`config.mk`:
```
export PLATFORM = sky130hd
export DESIGN_NAME = mmap_rx_fifo_flat
export DESIGN_NICKNAME = d
export VERILOG_FILES = /design/src/rtl/mmap_rx_fifo_if.sv /design/src/rtl/mmap_rx_fifo.sv /design/src/flat_wrapper.sv
export SDC_FILE = /design/constraint.sdc
export NUM_CORES = 1
export LEC_CHECK = 0
export CORE_UTILIZATION = 55
export CTS_CLUSTER_SIZE = 8
export DETAILED_ROUTE_END_ITERATION = 6
export PLACE_DENSITY = 0.69
export REMOVE_ABC_BUFFERS = 1
export SLEW_MARGIN = 15
export SYNTH_ARGS = -nofsm -noshare
export SYNTH_HDL_FRONTEND = slang
export SYNTH_SLANG_ARGS = --single-unit
```
`constraint.sdc`:
```
create_clock -name clk -period 7.3 [get_ports clk]
set_clock_uncertainty 0.15 [all_clocks]
set_input_delay 1.825 -clock clk [delete_from_list [all_inputs] [get_ports clk]]
set_output_delay 1.825 -clock clk [all_outputs]
set_load 0.02 [all_outputs]
```
`src/rtl/mmap_rx_fifo_if.sv`:
```
// Bundled bus between the SPI-side writer, the mmap_protocol consumer and the
// status observers of mmap_rx_fifo.
interface mmap_rx_fifo_if #(
  parameter int DATA_W     = 8,
  parameter int DEPTH_LOG2 = 6,
  parameter int OVF_CNT_W  = 16
);
  logic [DATA_W-1:0]     rx_data;
  logic                  new_rx_data;
  logic                  mp_busy;
  logic [DATA_W-1:0]     mp_rx_data;
  logic                  mp_new_rx_data;
  logic                  overflow;
  logic                  clear;
  logic                  mb_full;
  logic                  almost_full;
  logic [DEPTH_LOG2:0]   level;
  logic [OVF_CNT_W-1:0]  ovf_count;
  logic [DEPTH_LOG2:0]   peak_level;

  modport slave (
    input  rx_data, new_rx_data, mp_busy,
    output mp_rx_data, mp_new_rx_data, overflow, clear, mb_full,
           almost_full, level, ovf_count, peak_level
  );

  modport master (
    output rx_data, new_rx_data, mp_busy,
    input  mp_rx_data, mp_new_rx_data, overflow, clear, mb_full,
           almost_full, level, ovf_count, peak_level
  );
endinterface

```
`src/rtl/mmap_rx_fifo.sv`:
```
// SPI-to-mmap receive FIFO with paced issue FSM and hysteresis almost-full flag.
// Define MMAP_RX_FIFO_STATS_EN to build the overflow counter and peak-level tracker.
//
// state  | meaning
// S_IDLE | may issue the head word when the FIFO is non-empty and consumer not busy
// S_HOLD | issue just made; mp_busy ignored for GAP cycles
module mmap_rx_fifo #(
  parameter int DATA_W     = 8,
  parameter int DEPTH_LOG2 = 6,
  parameter int AF_HI      = 48,
  parameter int AF_LO      = 16,
  parameter int GAP        = 1,
  parameter int OVF_CNT_W  = 16
) (
  input  logic          clk,
  input  logic          rst,
  mmap_rx_fifo_if.slave fifo
);

  localparam int DEPTH  = 1 << DEPTH_LOG2;
  localparam int LVL_W  = DEPTH_LOG2 + 1;
  localparam int HOLD_W = (GAP < 2) ? 1 : $clog2(GAP + 1);

  localparam logic [LVL_W-1:0]  DEPTH_L = LVL_W'(DEPTH);
  localparam logic [LVL_W-1:0]  AF_HI_L = LVL_W'(AF_HI);
  localparam logic [LVL_W-1:0]  AF_LO_L = LVL_W'(AF_LO);
  localparam logic [HOLD_W-1:0] GAP_L   = HOLD_W'(GAP);

  typedef enum logic {S_IDLE, S_HOLD} state_t;

  logic [DATA_W-1:0] mem [DEPTH];

  state_t                state_q, state_d;
  logic [HOLD_W-1:0]     hold_q, hold_d;
  logic [DEPTH_LOG2-1:0] wptr_q, wptr_d;
  logic [DEPTH_LOG2-1:0] rptr_q, rptr_d;
  logic [LVL_W-1:0]      level_q, level_d;
  logic [DATA_W-1:0]     rdata_q, rdata_d;
  logic                  strobe_q, strobe_d;
  logic                  ovf_q, ovf_d;
  logic                  af_q, af_d;
  logic                  full_q, full_d;

  logic push;
  logic pop;

  // Fullness is judged on the registered level, so a pop on the same edge
  // never rescues a write arriving while full.
  assign push = fifo.new_rx_data && (level_q != DEPTH_L);
  assign pop  = (state_q == S_IDLE) && (level_q != '0) && !fifo.mp_busy;

  always_comb begin
    state_d  = state_q;
    hold_d   = hold_q;
    rptr_d   = rptr_q;
    rdata_d  = rdata_q;
    strobe_d = 1'b0;
    case (state_q)
      S_IDLE: begin
        if (pop) begin
          rdata_d  = mem[rptr_q];
          strobe_d = 1'b1;
          rptr_d   = rptr_q + DEPTH_LOG2'(1);
          hold_d   = GAP_L;
          state_d  = S_HOLD;
        end
      end
      S_HOLD: begin
        hold_d = hold_q - HOLD_W'(1);
        if (hold_q == HOLD_W'(1)) begin
          state_d = S_IDLE;
        end
      end
      default: state_d = S_IDLE;
    endcase
  end

  always_comb begin
    wptr_d = push ? (wptr_q + DEPTH_LOG2'(1)) : wptr_q;
    case ({push, pop})
      2'b10:   level_d = level_q + LVL_W'(1);
      2'b01:   level_d = level_q - LVL_W'(1);
      default: level_d = level_q;
    endcase
    ovf_d = fifo.new_rx_data && !push;
    // Hysteresis band: between AF_LO and AF_HI the flag keeps its last value.
    if (level_d >= AF_HI_L) begin
      af_d = 1'b1;
    end else if (level_d <= AF_LO_L) begin
      af_d = 1'b0;
    end else begin
      af_d = af_q;
    end
    full_d = (level_d == DEPTH_L);
  end

  always_ff @(posedge clk) begin
    if (!rst) begin
      state_q  <= S_IDLE;
      hold_q   <= '0;
      wptr_q   <= '0;
      rptr_q   <= '0;
      level_q  <= '0;
      rdata_q  <= '0;
      strobe_q <= 1'b0;
      ovf_q    <= 1'b0;
      af_q     <= 1'b0;
      full_q   <= 1'b0;
    end else begin
      state_q  <= state_d;
      hold_q   <= hold_d;
      wptr_q   <= wptr_d;
      rptr_q   <= rptr_d;
      level_q  <= level_d;
      rdata_q  <= rdata_d;
      strobe_q <= strobe_d;
      ovf_q    <= ovf_d;
      af_q     <= af_d;
      full_q   <= full_d;
    end
  end

  always_ff @(posedge clk) begin
    if (rst && push) begin
      mem[wptr_q] <= fifo.rx_data;
    end
  end

`ifdef MMAP_RX_FIFO_STATS_EN
  logic [OVF_CNT_W-1:0] ovf_cnt_q, ovf_cnt_d;
  logic [LVL_W-1:0]     peak_q, peak_d;

  always_comb begin
    ovf_cnt_d = ovf_cnt_q;
    if (ovf_d && (ovf_cnt_q != '1)) begin
      ovf_cnt_d = ovf_cnt_q + OVF_CNT_W'(1);
    end
    peak_d = (level_d > peak_q) ? level_d : peak_q;
  end

  always_ff @(posedge clk) begin
    if (!rst) begin
      ovf_cnt_q <= '0;
      peak_q    <= '0;
    end else begin
      ovf_cnt_q <= ovf_cnt_d;
      peak_q    <= peak_d;
    end
  end

  assign fifo.ovf_count  = ovf_cnt_q;
  assign fifo.peak_level = peak_q;
`else
  assign fifo.ovf_count  = '0;
  assign fifo.peak_level = '0;
`endif

  assign fifo.mp_rx_data     = rdata_q;
  assign fifo.mp_new_rx_data = strobe_q;
  assign fifo.overflow       = ovf_q;
  assign fifo.mb_full        = full_q;
  assign fifo.almost_full    = af_q;
  assign fifo.level          = level_q;
  assign fifo.clear          = (level_q == '0) && (state_q == S_IDLE) && !strobe_q;

endmodule

```
`src/flat_wrapper.sv`:
```
// flat-port wrapper written by rule: the top's interface ports become plain ports
module mmap_rx_fifo_flat 
#(
  parameter int DATA_W     = 8,
  parameter int DEPTH_LOG2 = 6,
  parameter int AF_HI      = 48,
  parameter int AF_LO      = 16,
  parameter int GAP        = 1,
  parameter int OVF_CNT_W  = 16
)
  (clk, rst, fifo_rx_data, fifo_new_rx_data, fifo_mp_busy, fifo_mp_rx_data, fifo_mp_new_rx_data, fifo_overflow, fifo_clear, fifo_mb_full, fifo_almost_full, fifo_level, fifo_ovf_count, fifo_peak_level);
  mmap_rx_fifo_if #(.DATA_W(DATA_W), .DEPTH_LOG2(DEPTH_LOG2), .OVF_CNT_W(OVF_CNT_W)) fifo_i ();
  input  logic clk;
  input  logic rst;
  input wire logic [$bits(fifo_i.rx_data)-1:0] fifo_rx_data;
  input wire logic [$bits(fifo_i.new_rx_data)-1:0] fifo_new_rx_data;
  input wire logic [$bits(fifo_i.mp_busy)-1:0] fifo_mp_busy;
  output wire logic [$bits(fifo_i.mp_rx_data)-1:0] fifo_mp_rx_data;
  output wire logic [$bits(fifo_i.mp_new_rx_data)-1:0] fifo_mp_new_rx_data;
  output wire logic [$bits(fifo_i.overflow)-1:0] fifo_overflow;
  output wire logic [$bits(fifo_i.clear)-1:0] fifo_clear;
  output wire logic [$bits(fifo_i.mb_full)-1:0] fifo_mb_full;
  output wire logic [$bits(fifo_i.almost_full)-1:0] fifo_almost_full;
  output wire logic [$bits(fifo_i.level)-1:0] fifo_level;
  output wire logic [$bits(fifo_i.ovf_count)-1:0] fifo_ovf_count;
  output wire logic [$bits(fifo_i.peak_level)-1:0] fifo_peak_level;
  assign fifo_i.rx_data = fifo_rx_data;
  assign fifo_i.new_rx_data = fifo_new_rx_data;
  assign fifo_i.mp_busy = fifo_mp_busy;
  assign fifo_mp_rx_data = fifo_i.mp_rx_data;
  assign fifo_mp_new_rx_data = fifo_i.mp_new_rx_data;
  assign fifo_overflow = fifo_i.overflow;
  assign fifo_clear = fifo_i.clear;
  assign fifo_mb_full = fifo_i.mb_full;
  assign fifo_almost_full = fifo_i.almost_full;
  assign fifo_level = fifo_i.level;
  assign fifo_ovf_count = fifo_i.ovf_count;
  assign fifo_peak_level = fifo_i.peak_level;
  mmap_rx_fifo #(.DATA_W(DATA_W), .DEPTH_LOG2(DEPTH_LOG2), .AF_HI(AF_HI), .AF_LO(AF_LO), .GAP(GAP), .OVF_CNT_W(OVF_CNT_W)) u_core (.clk(clk), .rst(rst), .fifo(fifo_i));
endmodule
```
; Word-level counts from Yosys, hierarchy flattened
; Memories as Yosys holds them, arrays and structs flattened. A register that Yosys moved wholly into a read port is not among the register bits.
; Cells that the tools add are included.
[classes]
shifts = 0
muxes = 10
reduce_logical = 16
n_eq_ne = 5
multipliers = 0
div = 0
bitwise = 2
add_sub_neg = 5
magnitude_cmp = 2
[ops]
columns = cell, count
row1 = 7-bit case mux with 2 select lines, 1
row2 = "6-bit by 1-bit adder with 6-bit output, second input constant", 2
row3 = "7-bit by 1-bit adder with 7-bit output, second input constant", 1
row4 = "7-bit == test, second input constant", 1
row5 = "7-bit by 6-bit greater-or-equal comparator with 1-bit output, second input constant", 1
row6 = "7-bit by 5-bit <= comparator with 1-bit output, second input constant", 1
row7 = 1-bit logical AND, 7
row8 = 7-bit zero test, 1
row9 = 1-bit two-way mux, 7
row10 = "7-bit != test, second input constant", 1
row11 = 7-bit nonzero test, 1
row12 = "7-bit by 1-bit subtractor with 7-bit output, second input constant", 1
row13 = 1-bit zero test, 4
row14 = 1-bit case mux with 2 select lines, 2
row15 = "2-bit by 1-bit == test with 1-bit output, second input constant", 1
row16 = "2-bit == test, second input constant", 1
row17 = "2-bit by 1-bit != test with 1-bit output, second input constant", 1
row18 = 1-bit inverter, 2
row19 = 2-bit AND reduction, 1
row20 = 2-bit nonzero test, 1
row21 = 2-bit OR reduction, 1
row22 = "1-bit subtractor, second input constant", 1
[word_totals]
regBits = 25
mem_count = 1
mem_bits_rw = 512
inputBits = 12
output_inout_bits = 43
rom_bits = 0
latchBits = 0
elab_cells = 50
[memory_table]
columns = name, depth, word_bits, read_ports, rd_ports_with_merged_regs, write_ports, line_no
row1 = u_core.mem, 64, 8, 1, 1, 1, mmap_rx_fifo.sv:31  ; logic [DATA_W-1:0] mem [DEPTH];

; Logic depth before layout (Yosys ltp)
[depth]
ltp_word = 8
mapped_depth = 16

; Least setup slack after synthesis
; Ideal clock, no wire load.
[synth_timing]
path_kind = input to register
start = input fifo_mp_busy
end = register u_core.full_q (netlist: u_core.fifo.mb_full)
setup_slack_ns = 2.735
path_buffers = 0
stages = 11
setup_ns = 0.092
arrival_ns = 4.323
cell_sequence = nor3_2 > ha_1 > inv_1 > fa_1 > nand2b_1 > a21oi_1 > o21ai_0 > nand3_1 > or3b_2 > xor2_1 > nor4_1
[synth_between]
elab_chain_cells = 5
word_cells_on_any_way = 6
[synth_lines]
columns = item, line_no
row1 = "start, declared", flat_wrapper.sv:17  ; input wire logic [$bits(fifo_i.mp_busy)-1:0] fifo_mp_busy;
row2 = 1-bit zero test *, mmap_rx_fifo.sv:50  ; assign pop = (state_q == S_IDLE) && (level_q != '0) && !fifo.mp_busy;
row3 = 1-bit logical AND *, mmap_rx_fifo.sv:50
row4 = 2-bit by 1-bit == test with 1-bit output / 2-bit == test (equally long branches), mmap_rx_fifo.sv:80  ; case ({push, pop})
row5 = 7-bit case mux with 2 select lines *, mmap_rx_fifo.sv:80
row6 = 7-bit == test *, mmap_rx_fifo.sv:94  ; full_d = (level_d == DEPTH_L);
row7 = "end signal, assigned", mmap_rx_fifo.sv:119  ; full_q <= full_d;
row8 = "end, declared", mmap_rx_fifo.sv:42  ; logic full_q, full_d;
; Every way passes the cells marked *; elsewhere a longest branch is shown, timed or not.
; A chain may end at the register's enable or synchronous reset.

; Worst setup path after layout
[layout_timing]
start = input fifo_mp_busy
end = register u_core.full_q (netlist: u_core.fifo.mb_full)
[layout_between]
elab_chain_cells = 5
word_cells_on_any_way = 6
[layout_lines]
columns = item, line_no
row1 = 1-bit zero test *, mmap_rx_fifo.sv:50
row2 = 1-bit logical AND *, mmap_rx_fifo.sv:50
row3 = via u_core.pop, mmap_rx_fifo.sv:45  ; logic pop;
row4 = 2-bit by 1-bit == test with 1-bit output / 2-bit == test (equally long branches), mmap_rx_fifo.sv:80
row5 = 7-bit case mux with 2 select lines *, mmap_rx_fifo.sv:80
row6 = 7-bit == test *, mmap_rx_fifo.sv:94
; The timed path passes the listed nets; every way through them passes the cells marked *.

==> impl_metrics.ini <==
[placement]
place_inst = 1648
io_buffers = 31
place.gp.congestion = 0.7689
dp_slack_ps = 1908
dpl.hpwl_mm = 26.44

[detailed_routing]
route.vias.total = 10727
wl_met3_mm = 3.089
drcViolationCount = 0
first_iter_violations = 870
via_per_inst = 6.126
wirelength_met1_mm = 18.99
dr.pass1.iters = 5
wl_per_cell_um = 26.04
top_layer = met4
met2_wirelength_mm = 22.35
drtAntennaViolNets = 0
wl_mm = 45.60

[cells_and_area]
final-seq-area_um2 = 16050
multiInputGateArea_um2 = 5132
drive_gt1_share_pct = 18.25
nets = 1231
final_cell_mix = edfxtp_1, mux4_2, nor2_1
syn_to_final_growth_pct = 13.10
final_cells = 1751
n_antenna_cell = 0
layout_commonest_cell = edfxtp_1
fillCellCount = 2590

[clocking]
cts_setup_buffers = 0
cts_buffer_depth = 3
cts_hold_buffers = 0
clock_latency_ps = 580
root_buffer = clkbuf_16
cts_tree = built
numCtsBuffers = 78
h-tree-depth = 3
ctsResizeCount = 0
cts_num_sinks = 545
clk_pin_slew_worst_paths_ps = 50

[critical_path]
critPathLaunchType = input port
crit_arrival_ps = 5160
path_buf_inv = 2
worst-path-max-fanout = 10
worstPathCellList = clkdlybuf4s50_1 > nor3_2 > ha_1 > inv_1 > fa_1 > nand2b_1 > a21oi_1 > o21ai_0 > nand3_1 > or3b_2 > xor2_1 > nor4_1
critPathMaxStageDelay_ps = 580
cp.depth = 12
r2r-start = u_core.fifo.level[0]$_SDFF_PN0_
cpMaxStageDelayCell = nor3_2
r2r_slack_ps = 3130
critical-path-top-delay-family = simple AND/OR/NAND/NOR gates
crit_end = u_core.fifo.mb_full$_SDFF_PN0_
path_class = input port to flip-flop
cp.required_ps = 7640
r2r_end = u_core.fifo.mb_full$_SDFF_PN0_
critPathLaunch = fifo_mp_busy
reg2regPathDepth = 14
endpoint_kind = flip-flop

[power_and_ir_drop]
seq_power_share_pct = 45.6
p_sw_w = 0.001925
power_leakage_nw = 7.565
power_w = 0.007924
p_comb_share_pct = 14.1
intPower_w = 0.005999
peakVddDrop_mv = 0.1940
cellPowerDensity_nw_per_um2 = 324.5
swShare_pct = 24.30
clockPowerShare_pct = 40.3

[synth]
seq_area_frac_synth_pct = 74.28
syn_avg_cell_area_um2 = 18.85
synth_largest_area_cell = edfxtp_1
synthDistinctLibCells = 53
synth_area_leaders = edfxtp_1, mux4_2, mux2i_1, dfxtp_1, nor2_1
yosysTopAreaCellShare_pct = 71.22
ys_ff_latch = 545
synth_area_um2 = 21590
synthesis.instances = 1145
yosysWarnings = 0

[timing]
drv_slew = 0
max_clock_freq_mhz = 207.6
fin_ws_ps = 2482
worstMarginPinSlew_ps = 1172
setup-violations-final = 0
period_minus_slack_ps = 4818
rsz0062_at_grt = no
finalHoldViolations = 0
post-route-period-util_pct = 66.00
slew_headroom_pct = 21.85
hold_slack_ps = 383.1

[grt]
grt_use_total_pct = 23.32
grt_max_degree = 84
grt_pass1_vias = 11074
antenna_found_initial = 0
overflow = 0
grt_pass1_wl_mm = 68.43

[floorplanning]
row_count = 72
dieArea_um2 = 40050
coreArea_um2 = 38650
die_w_um = 200.1
start_util_pct = 55.86
die_h_um = 200.1
ios = 55

[job]
maxCapViolCount = 0

[hold_path]
min_path_type = flip-flop to flip-flop

[outcome]
status = finished, final reports clean
==> worst min-delay path by stage <==
stage | startpoint | endpoint | slack, ps | depth (start not counted)
global route | u_core.fifo.almost_full$_SDFFE_PN0P_ | u_core.fifo.almost_full$_SDFFE_PN0P_ | 410 | 2
global placement | u_core.fifo.almost_full$_SDFFE_PN0P_ | u_core.fifo.almost_full$_SDFFE_PN0P_ | 350 | 2
CTS | u_core.fifo.almost_full$_SDFFE_PN0P_ | u_core.fifo.almost_full$_SDFFE_PN0P_ | 380 | 2
detailed placement | u_core.fifo.almost_full$_SDFFE_PN0P_ | u_core.fifo.almost_full$_SDFFE_PN0P_ | 370 | 2
finish | u_core.fifo.almost_full$_SDFFE_PN0P_ | u_core.fifo.almost_full$_SDFFE_PN0P_ | 380 | 2
floorplan | u_core.rptr_q[5]$_SDFFE_PN0P_ | u_core.rptr_q[5]$_SDFFE_PN0P_ | 350 | 2
==> cell families (layout without fill, tap and decap cells) <==
logic type | Yosys count | after routing | synth area share [%]
DFF | 545 | 545 | 74.28
other | 1 | 23 | 0.01737
and+or+nand+nor | 178 | 178 | 3.912
muxes | 187 | 187 | 14.58
xor gates and xnor gates | 14 | 14 | 0.5680
buffers and inverters | 91 | 157 | 2.341
AOI/OAI and AO/OA | 120 | 120 | 3.744
adders and majority gates | 9 | 9 | 0.5564
==> layer usage <==
metal / vias up / global-route usage (%)
met1: 5559 / 32.60
met5: - / 0
met3: 65 / 4.442
li1: 4687 / -
met4: 0 / 9.176
met2: 416 / 36.68
==> power groups by stage <==
stage          logic, W  clock network, W  registers, W
2_1_floorplan  0.000754                 0       0.00376
3_3_place_gp    0.00110                 0       0.00367
3_5_place_dp    0.00112                 0       0.00367
4_1_cts         0.00113           0.00323       0.00362
5_1_grt         0.00121           0.00336       0.00362
6_report        0.00111           0.00320       0.00361
==> state kept, by name (all words and copies together) (netlist names) <==
signal and flops:
u_core.hold_q 1, u_core.mem 512, u_core.fifo.level 7, u_core.fifo.mb_full 1, u_core.fifo.mp_new_rx_data 1, u_core.wptr_q 6
u_core.fifo.overflow 1, u_core.fifo.mp_rx_data 8, u_core.state_q 1, u_core.fifo.almost_full 1, u_core.rptr_q 6
==> worst min-delay path, delay by kind of cell (launching register included) <==
family         cells  cell delay [ps]
flip-flops         1              320
AO/OA/AOI/OAI      2              150
==> area by class of cell <==
type                    instances  area share [%]
inverters                       8          0.1230
well taps                     518           2.655
clock inverters                 4          0.1742
flip-flops and latches        545           65.72
clock buffers                  99           8.666
repair buffers                 46           1.640
multi-input cells             531           21.02
==> synth_stat cells, drive strengths merged <==
cell type	number
a211oi	15
a21o	1
a21oi	27
a221o	4
a22oi	20
a31oi	2
a32oi	3
and2	4
and3	5
buf	55
clkbuf	28
conb	1
dfxtp	33
edfxtp	512
fa	1
ha	8
inv	8
mux2i	85
mux4	102
nand2	23
nand2b	2
nand3	10
nand3b	4
nand4	6
nor2	98
nor2b	10
nor3	5
nor3b	1
nor4	3
o21a	2
o21ai	18
o21bai	1
o221ai	12
o22ai	11
o31a	1
o31ai	1
o32ai	2
or2	1
or3	2
or3b	2
or4	1
or4b	1
xnor2	2
xor2	12
==> stage by stage <==
stage | setup TNS, ps | area (um^2) | util [%]
6_report | 0 | 24420 | 63.18
5_1_grt | 0 | 24420 | 63.18
4_1_cts | 0 | 24410 | 63.16
3_5_place_dp | 0 | 22250 | 57.58
3_3_place_gp | 0 | 22250 | 57.58
2_1_floorplan | -2802 | 21200 | -
(Power assumes the default switching activity.)
